### src/rtl/muldiv_ctrl.sv
// -----------------------------------------------------------------------------
// muldiv_ctrl
//
// Sequencer for the shared multiply and divide units of the multicycle CPU.
// It accepts a one-cycle start request from the main control FSM, pulses the
// start control of the selected unit, and counts that unit's fixed latency.
// It then issues one HI/LO write with the matching mux selects and reports
// completion.
//
// Optional feature macro: MULDIV_DIVZERO_CHECK_EN
//   Defined   : a divide with divisor == 0 is trapped in IDLE. The block goes
//               to DZ and pulses div_zero/done. The divider is never started
//               and HI/LO is not written.
//   Undefined : no trap. div_zero is tied low, and a divide by zero runs the
//               full DIV_CYCLES like any other divide.
//
// Parameters
//   MULT_CYCLES : multiplier latency in cycles (>= 2)
//   DIV_CYCLES  : divider latency in cycles (>= 2)
//   CNT_W       : counter width, must hold max(MULT_CYCLES, DIV_CYCLES) - 1
//
// Ports
//   clk         in   rising-edge clock
//   reset       in   asynchronous, active-low reset
//   start_mult  in   multiply request (sampled in IDLE only)
//   start_div   in   divide request (sampled in IDLE only; mult has priority)
//   divisor     in   [31:0] B register value, used for the zero check
//   mult_ctrl   out  one-cycle start pulse to the multiplier
//   div_ctrl    out  one-cycle start pulse to the divider
//   hilo_write  out  HI/LO load enable
//   hi_src      out  HI mux select (0 = mult, 1 = div)
//   lo_src      out  LO mux select (0 = mult, 1 = div)
//   busy        out  high in every state except IDLE
//   done        out  one-cycle completion pulse
//   div_zero    out  one-cycle divide-by-zero exception pulse
//
// All outputs come straight from flops. The next-state logic computes each
// output's value for the state being entered, so a pulse lines up exactly
// with the state it belongs to.
// -----------------------------------------------------------------------------
module muldiv_ctrl #(
    parameter int MULT_CYCLES = 32,
    parameter int DIV_CYCLES  = 32,
    parameter int CNT_W       = 6
) (
    input  logic        clk,
    input  logic        reset,
    input  logic        start_mult,
    input  logic        start_div,
    input  logic [31:0] divisor,
    output logic        mult_ctrl,
    output logic        div_ctrl,
    output logic        hilo_write,
    output logic        hi_src,
    output logic        lo_src,
    output logic        busy,
    output logic        done,
    output logic        div_zero
);

`ifdef MULDIV_DIVZERO_CHECK_EN
    typedef enum logic [1:0] {
        S_IDLE = 2'd0,
        S_RUN  = 2'd1,
        S_WB   = 2'd2,
        S_DZ   = 2'd3
    } state_t;
`else
    typedef enum logic [1:0] {
        S_IDLE = 2'd0,
        S_RUN  = 2'd1,
        S_WB   = 2'd2
    } state_t;
`endif

    localparam logic [CNT_W-1:0] MULT_LOAD = CNT_W'(MULT_CYCLES - 1);
    localparam logic [CNT_W-1:0] DIV_LOAD  = CNT_W'(DIV_CYCLES - 1);

    state_t           state_q, state_d;
    logic             op_q, op_d;          // 0 = mult, 1 = div
    logic [CNT_W-1:0] cnt_q, cnt_d;

    logic mult_ctrl_d, div_ctrl_d, hilo_write_d, src_d, busy_d, done_d;

`ifdef MULDIV_DIVZERO_CHECK_EN
    logic div_zero_d;
    logic divisor_is_zero;
    assign divisor_is_zero = (divisor == 32'h0);
`else
    // The zero check is absent in this build, so divisor has no consumer.
    logic divisor_unused;
    assign divisor_unused = |divisor;
    assign div_zero       = 1'b0;
`endif

    // ------------------------------------------------------------------
    // Next-state and next-output logic
    // ------------------------------------------------------------------
    always_comb begin
        state_d      = state_q;
        op_d         = op_q;
        cnt_d        = cnt_q;
        mult_ctrl_d  = 1'b0;
        div_ctrl_d   = 1'b0;
        hilo_write_d = 1'b0;
        src_d        = hi_src;             // selects hold outside WB
        busy_d       = 1'b0;
        done_d       = 1'b0;
`ifdef MULDIV_DIVZERO_CHECK_EN
        div_zero_d   = 1'b0;
`endif

        case (state_q)
            S_IDLE: begin
                if (start_mult) begin
                    state_d     = S_RUN;
                    op_d        = 1'b0;
                    cnt_d       = MULT_LOAD;
                    mult_ctrl_d = 1'b1;
                    busy_d      = 1'b1;
                end else if (start_div) begin
`ifdef MULDIV_DIVZERO_CHECK_EN
                    if (divisor_is_zero) begin
                        state_d    = S_DZ;
                        div_zero_d = 1'b1;
                        done_d     = 1'b1;
                        busy_d     = 1'b1;
                    end else begin
                        state_d    = S_RUN;
                        op_d       = 1'b1;
                        cnt_d      = DIV_LOAD;
                        div_ctrl_d = 1'b1;
                        busy_d     = 1'b1;
                    end
`else
                    state_d    = S_RUN;
                    op_d       = 1'b1;
                    cnt_d      = DIV_LOAD;
                    div_ctrl_d = 1'b1;
                    busy_d     = 1'b1;
`endif
                end
            end

            S_RUN: begin
                busy_d = 1'b1;
                if (cnt_q == '0) begin
                    state_d      = S_WB;
                    hilo_write_d = 1'b1;
                    done_d       = 1'b1;
                    src_d        = op_q;
                end else begin
                    cnt_d = cnt_q - CNT_W'(1);
                end
            end

            S_WB: begin
                state_d = S_IDLE;
            end

`ifdef MULDIV_DIVZERO_CHECK_EN
            S_DZ: begin
                state_d = S_IDLE;
            end
`endif

            default: begin
                state_d = S_IDLE;
            end
        endcase
    end

    // ------------------------------------------------------------------
    // State and output registers
    // ------------------------------------------------------------------
    always_ff @(posedge clk or negedge reset) begin
        if (!reset) begin
            state_q    <= S_IDLE;
            op_q       <= 1'b0;
            cnt_q      <= '0;
            mult_ctrl  <= 1'b0;
            div_ctrl   <= 1'b0;
            hilo_write <= 1'b0;
            hi_src     <= 1'b0;
            lo_src     <= 1'b0;
            busy       <= 1'b0;
            done       <= 1'b0;
        end else begin
            state_q    <= state_d;
            op_q       <= op_d;
            cnt_q      <= cnt_d;
            mult_ctrl  <= mult_ctrl_d;
            div_ctrl   <= div_ctrl_d;
            hilo_write <= hilo_write_d;
            hi_src     <= src_d;
            lo_src     <= src_d;
            busy       <= busy_d;
            done       <= done_d;
        end
    end

`ifdef MULDIV_DIVZERO_CHECK_EN
    always_ff @(posedge clk or negedge reset) begin
        if (!reset) begin
            div_zero <= 1'b0;
        end else begin
            div_zero <= div_zero_d;
        end
    end
`endif

endmodule

### config.mk
export PLATFORM = sky130hd
export DESIGN_NAME = muldiv_ctrl
export DESIGN_NICKNAME = d
export VERILOG_FILES = /design/src/rtl/muldiv_ctrl.sv
export SDC_FILE = /design/constraint.sdc
export NUM_CORES = 1
export LEC_CHECK = 0
export CAP_MARGIN = 10
export CORE_MARGIN = 2
export CORE_UTILIZATION = 39
export CTS_CLUSTER_DIAMETER = 80
export DETAILED_ROUTE_END_ITERATION = 16
export DONT_BUFFER_PORTS = 1
export PLACE_DENSITY = 0.54
export REMOVE_ABC_BUFFERS = 1
export SETUP_SLACK_MARGIN = 0.3
export SYNTH_ARGS = -nofsm -noshare
export SYNTH_HDL_FRONTEND = slang
export SYNTH_SLANG_ARGS = --single-unit
### constraint.sdc
create_clock -name clk -period 2.6 [get_ports clk]
set_input_delay 0.26 -clock clk [delete_from_list [all_inputs] [get_ports clk]]
set_output_delay 0.26 -clock clk [all_outputs]
set_load 0.05 [all_outputs]
==> results of run 1 <==
-- sequential cells by signal, indices dropped and copies added, names as in the netlist --
signal / count
div_ctrl: 1
done: 1
mult_ctrl: 1
state_q: 2
lo_src: 1
op_q: 1
busy: 1
cnt_q: 6
-- worst reg2reg max path: cells and delay by family (launching register included) --
family | cells | cell delay, ns
muxes | 1 | 0.29
DFF | 1 | 0.41
buffers and inverters | 1 | 0.09
and+or+nand+nor | 2 | 0.43
adders and majority gates | 1 | 0.17
-- repair_timing --
action	4_1_cts	5_1_grt
setup buffers	0	0
hold buffers	1	0
hold endpoints to repair	14	0
gates resized for setup	0	0
-- how the worst min path moves through the flow --
| stage | to |
|---|---|
| CTS | div_ctrl |
| global route | div_ctrl |
| global placement | mult_ctrl |
| finish | div_ctrl |
| floorplan | busy |
| detailed placement | mult_ctrl |
-- area by class of cell --
cell class	instances	area, µm²
fillers	171	978.4
flip-flops and latches	14	350.3
multi-input cells	41	266.5
clock buffers	4	36.28
inverters	7	26.28
well taps	17	21.27
repair buffers	1	10.01
-- cell usage after synthesis, types with 2 or more instances --
cell type / n / area, µm²
a21o_2: 2 / 17.52
nor2_1: 7 / 26.28
buf_4: 3 / 22.52
ha_1: 2 / 25.02
nand2_1: 2 / 7.510
inv_1: 7 / 26.28
a21oi_1: 4 / 20.02
and3_4: 2 / 22.52
o21ai_0: 4 / 20.02
nor3_1: 2 / 10.01
a31oi_1: 2 / 12.51
dfrtp_1: 14 / 350.3
-- layer usage --
metal  up-vias  share of wire (%)
li1        227                  -
met5         -                  0
met3         2                3.4
met2         8                 43
met1       218                 52
met4         0                1.4
-- power breakdown --
part           total (mW)  internal (mW)  switching (mW)
combinational       0.240          0.115           0.124
clock               0.155         0.0850          0.0697
sequential          0.454          0.292           0.162
total               0.848          0.492           0.356
-- cell families after synthesis --
| group | synth area share [%] |
|---|---|
| flip-flops | 51.38 |
| buffers and inverters | 9.541 |
| AND/OR/NAND/NOR | 15.42 |
| AO/OA/AOI/OAI | 17.25 |
| multiplexers | 2.201 |
| other | 0.5499 |
| adder cells (fa/ha/maj) | 3.669 |
-- stage by stage --
step | instances | util [%] | area (µm²) | hold WS, ns
2_1_floorplan | 62 | - | 643.1 | -0.03559
3_3_place_gp | 79 | 39.33 | 664.4 | -0.03531
3_5_place_dp | 79 | 39.33 | 664.4 | -0.03531
4_1_cts | 84 | 42.07 | 710.7 | 0.02835
5_1_grt | 84 | 42.07 | 710.7 | 0.01623
6_report | 84 | 42.07 | 710.7 | 0.03945
==> impl_results.md, run 1 <==
- Mapped cell area: slightly below 700 µm²
- Tot GR Track Use: about 13%
- Crit. Startpoint: cnt_q[0]
- Worst setup EP type: flop
- IO Port Bufs: 0
- Post-synth ARST share: 100.0%
- DP HPWL: between 700 and 800 µm
- Worst reg-to-reg setup slack: 1.10 ns
- RR Startpoint: cnt_q[0]
- Main synth FF type: dfrtp_1
- Tightest Pin Transition: 0.8963 ns
- Diodes inserted: 0
- Commonest non-fill, non-tap cell in the layout: dfrtp_1
- Setup crit start kind: flop
- Max_cap viols: 0
- CTS tree: yes
- VDD IR-drop max: between 0.4 and 0.5 mV
- Period utilization: 57.55%
- Met1 Track Usage GR: 15.50%
- Die height: 45.82 µm
- Via count: 455
- RSZ-0062 raised after global routing: no
- Worst hold start: start_mult
- R2r endpoint: lo_src
- Worst Hold Depth: 1
- Final ANT Viol Nets: 0
- DRC: 0
- Io pins: 44
- CP Cell Sequence: inv_1 > ha_1 > and3_4 > and3_4 > mux2_4
- PnR Total Power: 0.8484 mW
- Post-place setup slack: about 1.1 ns
- GR Overflow Total: 0
- Wirelength per Cell: between 10 and 15 µm
- Clock slew at reported path FFs: 0.08 ns
- Grt met3 use: 3.571%
- FF-to-FF path depth: 5
- Max Slew Vio Count: 0
- Crit-path leading delay family: simple AND/OR/NAND/NOR gates
- Min cycle time layout: 1.496 ns
- TNS Setup: 0 ns
- Nets@finish: about 110
- Critical path data arrival time: 1.66 ns
- Crit-path slowest cell: dfrtp_1
- Yosys warns: 0
- Post-synth EDFFs: 0
- Die span in x: 45.82 µm
- Seq/Total Area, Yosys: 51.38%
- Register bit total from synthesis: 14
- Clock Skew: roughly 0.0016 ns
- Max Buffers Root-to-Sink: 2
- GPL Wtd Cong: 0.7675
- Status: complete, no violations
- Setup CP Type: flop to flop
- CP Depth: 5
- CP dominant cell by count: and3_4
- Max Fanout on Critical Path: 8
- Crit path buffers/inverters: 1
- P per Cell Area: 1194 nW/µm²
- Clock sink count: 14
- Area Overhead vs Synth: 4.220%
- CTS root buf: clkbuf_4
- Final wirelength: approximately 1.1 mm
- Met2 Use GR: 20.00%
- Initial Util: about two fifths
- Number of global-route vias before repair: 435
- Clock Latency Late Sink: 0.27 ns
- Die area: 2099 µm²
- Slew HR: 40.24%
- Core box area: between 1500 and 2000 µm²
- Layer with the highest usage: met2
- Max stage delay on crit path: 0.41 ns
- CP endpoint: lo_src
- Post-Syn Instances: 67
- Largest net degree at the start of global routing: 15
- Worst Hold Class: input port to flop
- Most frequent cells in the layout: dfrtp_1, inv_1, nor2_1, o21ai_0, a21oi_1
- Req. time, crit path: 2.76 ns
- Pre-antenna DRT Iters: 4
- Via density: 5.417
- Average size of a mapped cell: 10.18 µm²
- Rows: 15
- Maximum clock rate: 668.3 MHz
- First DRT Iteration DRCs: 9
- Fin. Hold Viols: 0
- First-pass GRT wire length: 1.856 mm
- Setup slack after layout: 1.104 ns
- Share of cells above drive strength 1: 16.42%
- Initial antenna violation count: 0
- Final setup violating endpoints: 0
- Synth cell types: 28
- Num CTS Buffers: 3
- H-tree level count: 1
- Pleak: between 0.3 and 0.4 nW
Note: power is estimated with default switching activity, not from simulation.
==> inputs of run 2 (changes only) <==
clock period = 1.4 ns   (was 2.6 ns; I/O delays follow)
==> run 2 against run 1 <==
Total power increased by 130%. Non-clock buffer count rose by 16. Cell count is 19% higher. Combinational power rose to 4.2 times the previous value. Worst hold slack worse by 0.036 ns. Global-route usage is 4.2 points higher. Sequential share of layout area fell by 9.9 points. First-iteration DRC count fell by 78%.
==> impl_results.md, run 2 (synthesis gave the netlist of run 1 again) <==
- Area Overhead vs Synth: 31.01%
- CP dominant cell by count: and3_4
- Slew HR: 57.34% (+17 points)
- Tot GR Track Use: 16.92% (+4.2 points)
- Share of cells above drive strength 1: 43.37% (+27 points)
- Diodes inserted: 0 (unchanged)
- Period utilization: 97.94% (+40 points)
- Core box area: 1689 µm² (unchanged)
- Critical path data arrival time: 1.55 ns (-0.11 ns)
- Final setup violating endpoints: 0 (unchanged)
- Rows: 15 (unchanged)
- Pre-antenna DRT Iters: 3 (-1)
- Maximum clock rate: 729.3 MHz (+9.1%)
- Clock Latency Late Sink: 0.29 ns (+0.02 ns)
- Tightest Pin Transition: 0.6378 ns (-0.2585 ns)
- GPL Wtd Cong: 0.7574 (-1.3%)
- Area of the multi-input gates: 319.1 µm² (+20%)
- Fillcell total: 157 (-8.2%)
- TNS Setup: 0 ns (unchanged)
- Setup CP Type: flop to flop
- Fin. Hold Viols: 0 (unchanged)
- Crit-path slowest cell: dfrtp_1
- Final instance area: 893.4 µm² (+26%)
- Io pins: 44 (unchanged)
- Max reg flops: 6 (unchanged)
- GR Overflow Total: 0 (unchanged)
- Max Fanout on Critical Path: 3 (-5)
- RR Startpoint: cnt_q[0]
- Clock Skew: 0.0003932 ns (-0.001169 ns)
- IO Port Bufs: 0 (unchanged)
- Clock slew at reported path FFs: 0.09 ns (about the same)
- Most frequent cells in the layout: dfrtp_1, buf_4, nor2_1, inv_1
- FF+latch area: 351.6 µm² (+0.36%)
- CP Cell Sequence: inv_2 > ha_4 > and3_4 > and3_4 > mux2_4
- Initial antenna violation count: 0 (unchanged)
- Clock sink count: 14 (unchanged)
- Final cell count without fillers: 100 (+19%)
- H-tree level count: 1 (unchanged)
- Die span in x: 45.82 µm (unchanged)
- CTS tree: yes
- Max Buffers Root-to-Sink: 2 (unchanged)
- RSZ-0062 raised after global routing: yes
- Worst setup EP type: flop
- First DRT Iteration DRCs: 2 (-7)
- Worst Hold Class: input port to flop
- Final wirelength: 1.346 mm (+19%)
- Die area: 2099 µm² (unchanged)
- Number of global-route vias before repair: 524 (+20%)
- Max Slew Vio Count: 0 (unchanged)
- Largest register by flop count: cnt_q
- Via count: 519 (+14%)
- Nets@finish: 122 (+15%)
- Status: complete, no violations
- Max_cap viols: 0 (unchanged)
- Setup crit start kind: flop
- Wirelength per Cell: 13.46 µm (about the same)
- Leading registers by flop count: cnt_q x6, state_q x2
- Num CTS Buffers: 3 (unchanged)
- Initial Util: 40.37% (unchanged)
- Crit. Startpoint: cnt_q[0]
- Die height: 45.82 µm (unchanged)
- DRC: 0 (unchanged)
- VDD IR-drop max: 0.8958 mV (+120%)
- Req. time, crit path: 1.58 ns (-1.18 ns)
- Final ANT Viol Nets: 0 (unchanged)
- CTS root buf: clkbuf_4
- DP Cell Count: 89 (+13%)
- Largest net degree at the start of global routing: 15 (unchanged)
- P per Cell Area: 2224 nW/µm² (+86%)
- Worst hold start: start_mult
- Min cycle time layout: 1.371 ns (-0.1252 ns)
- Via density: 5.190 (-4.2%)
- Pleak: 0.4185 nW (+23%)
- First-pass GRT wire length: 2.408 mm (+30%)
- Max stage delay on crit path: 0.40 ns (about the same)
- DP HPWL: 880 µm (+13%)
- Placed cell area: 739.5 µm² (+11%)
[run 2: changes by cell type in the layout (fill, tap and decap cells not counted), sizes merged]
cell,change
buf,+14
dlygate4sd3,+2
[run 2: area by class of cell]
| type | count | area share (%) |
|---|---|---|
| multi-input cells | 41 | 35.71 |
| flip-flops and latches | 14 | 39.36 |
| clock buffers | 4 | 4.062 |
| repair buffers | 17 | 15.55 |
| inverters | 7 | 2.941 |
| well taps | 17 | 2.381 |
[run 2: worst paths after layout]
path | endpoint | slack (ns) | cells after the start
min in group asynchronous | div_ctrl | 0.31 | 1
hold / removal | mult_ctrl | 0.003 | 1
setup reg to reg | lo_src | 0.03 | 5
hold reg to reg | cnt_q[5] | 0.50 | 1
max in group asynchronous | state_q[0] | 0.65 | 1
setup / recovery | lo_src | 0.03 | 5
[run 2: power breakdown]
group | internal, mW | switching, mW | leakage [nW] | total [mW]
Sequential | 0.547 | 0.137 | 0.170 | 0.684
Clock | 0.159 | 0.139 | 0.0210 | 0.298
Combinational | 0.488 | 0.517 | 0.228 | 1.00
Total | 1.19 | 0.794 | 0.419 | 1.99
[run 2: repair_timing]
action	CTS	global route
setup buffers	3	1
pin swaps	6	3
hold buffers	3	0
endpoints found under the hold margin	16	0
setup endpoints to repair	9	13
resized for setup	11	7
[run 2: critical path: cells and delay by family, from the launching register on]
| family | cells | cell delay (ns) |
|---|---|---|
| DFF | 1 | 0.40 |
| and+or+nand+nor | 2 | 0.36 |
| muxes | 1 | 0.29 |
| adders and majority gates | 1 | 0.13 |
| buffers and inverters | 1 | 0.09 |
[run 2: stage by stage]
stage	setup slack [ns]	utilization (%)	hold WS [ns]	power [mW]
3_5_place_dp	-0.01182	43.78	-0.1553	1.457
6_report	0.02886	52.89	0.003058	1.987
2_1_floorplan	-0.006954	-	-0.1556	1.183
3_3_place_gp	0.002687	43.78	-0.1553	1.435
5_1_grt	-0.002688	52.89	0.02471	2.147
4_1_cts	0.02624	51.48	0.0001220	1.943
[run 2: layer usage]
layer / GRT usage [%] / up-vias / wire length [µm]
met5: 0 / - / 0
met4: 12.00 / 0 / 47
met1: 22.33 / 247 / 616
li1: - / 258 / -
met3: 3.571 / 5 / 39
met2: 24.23 / 9 / 643
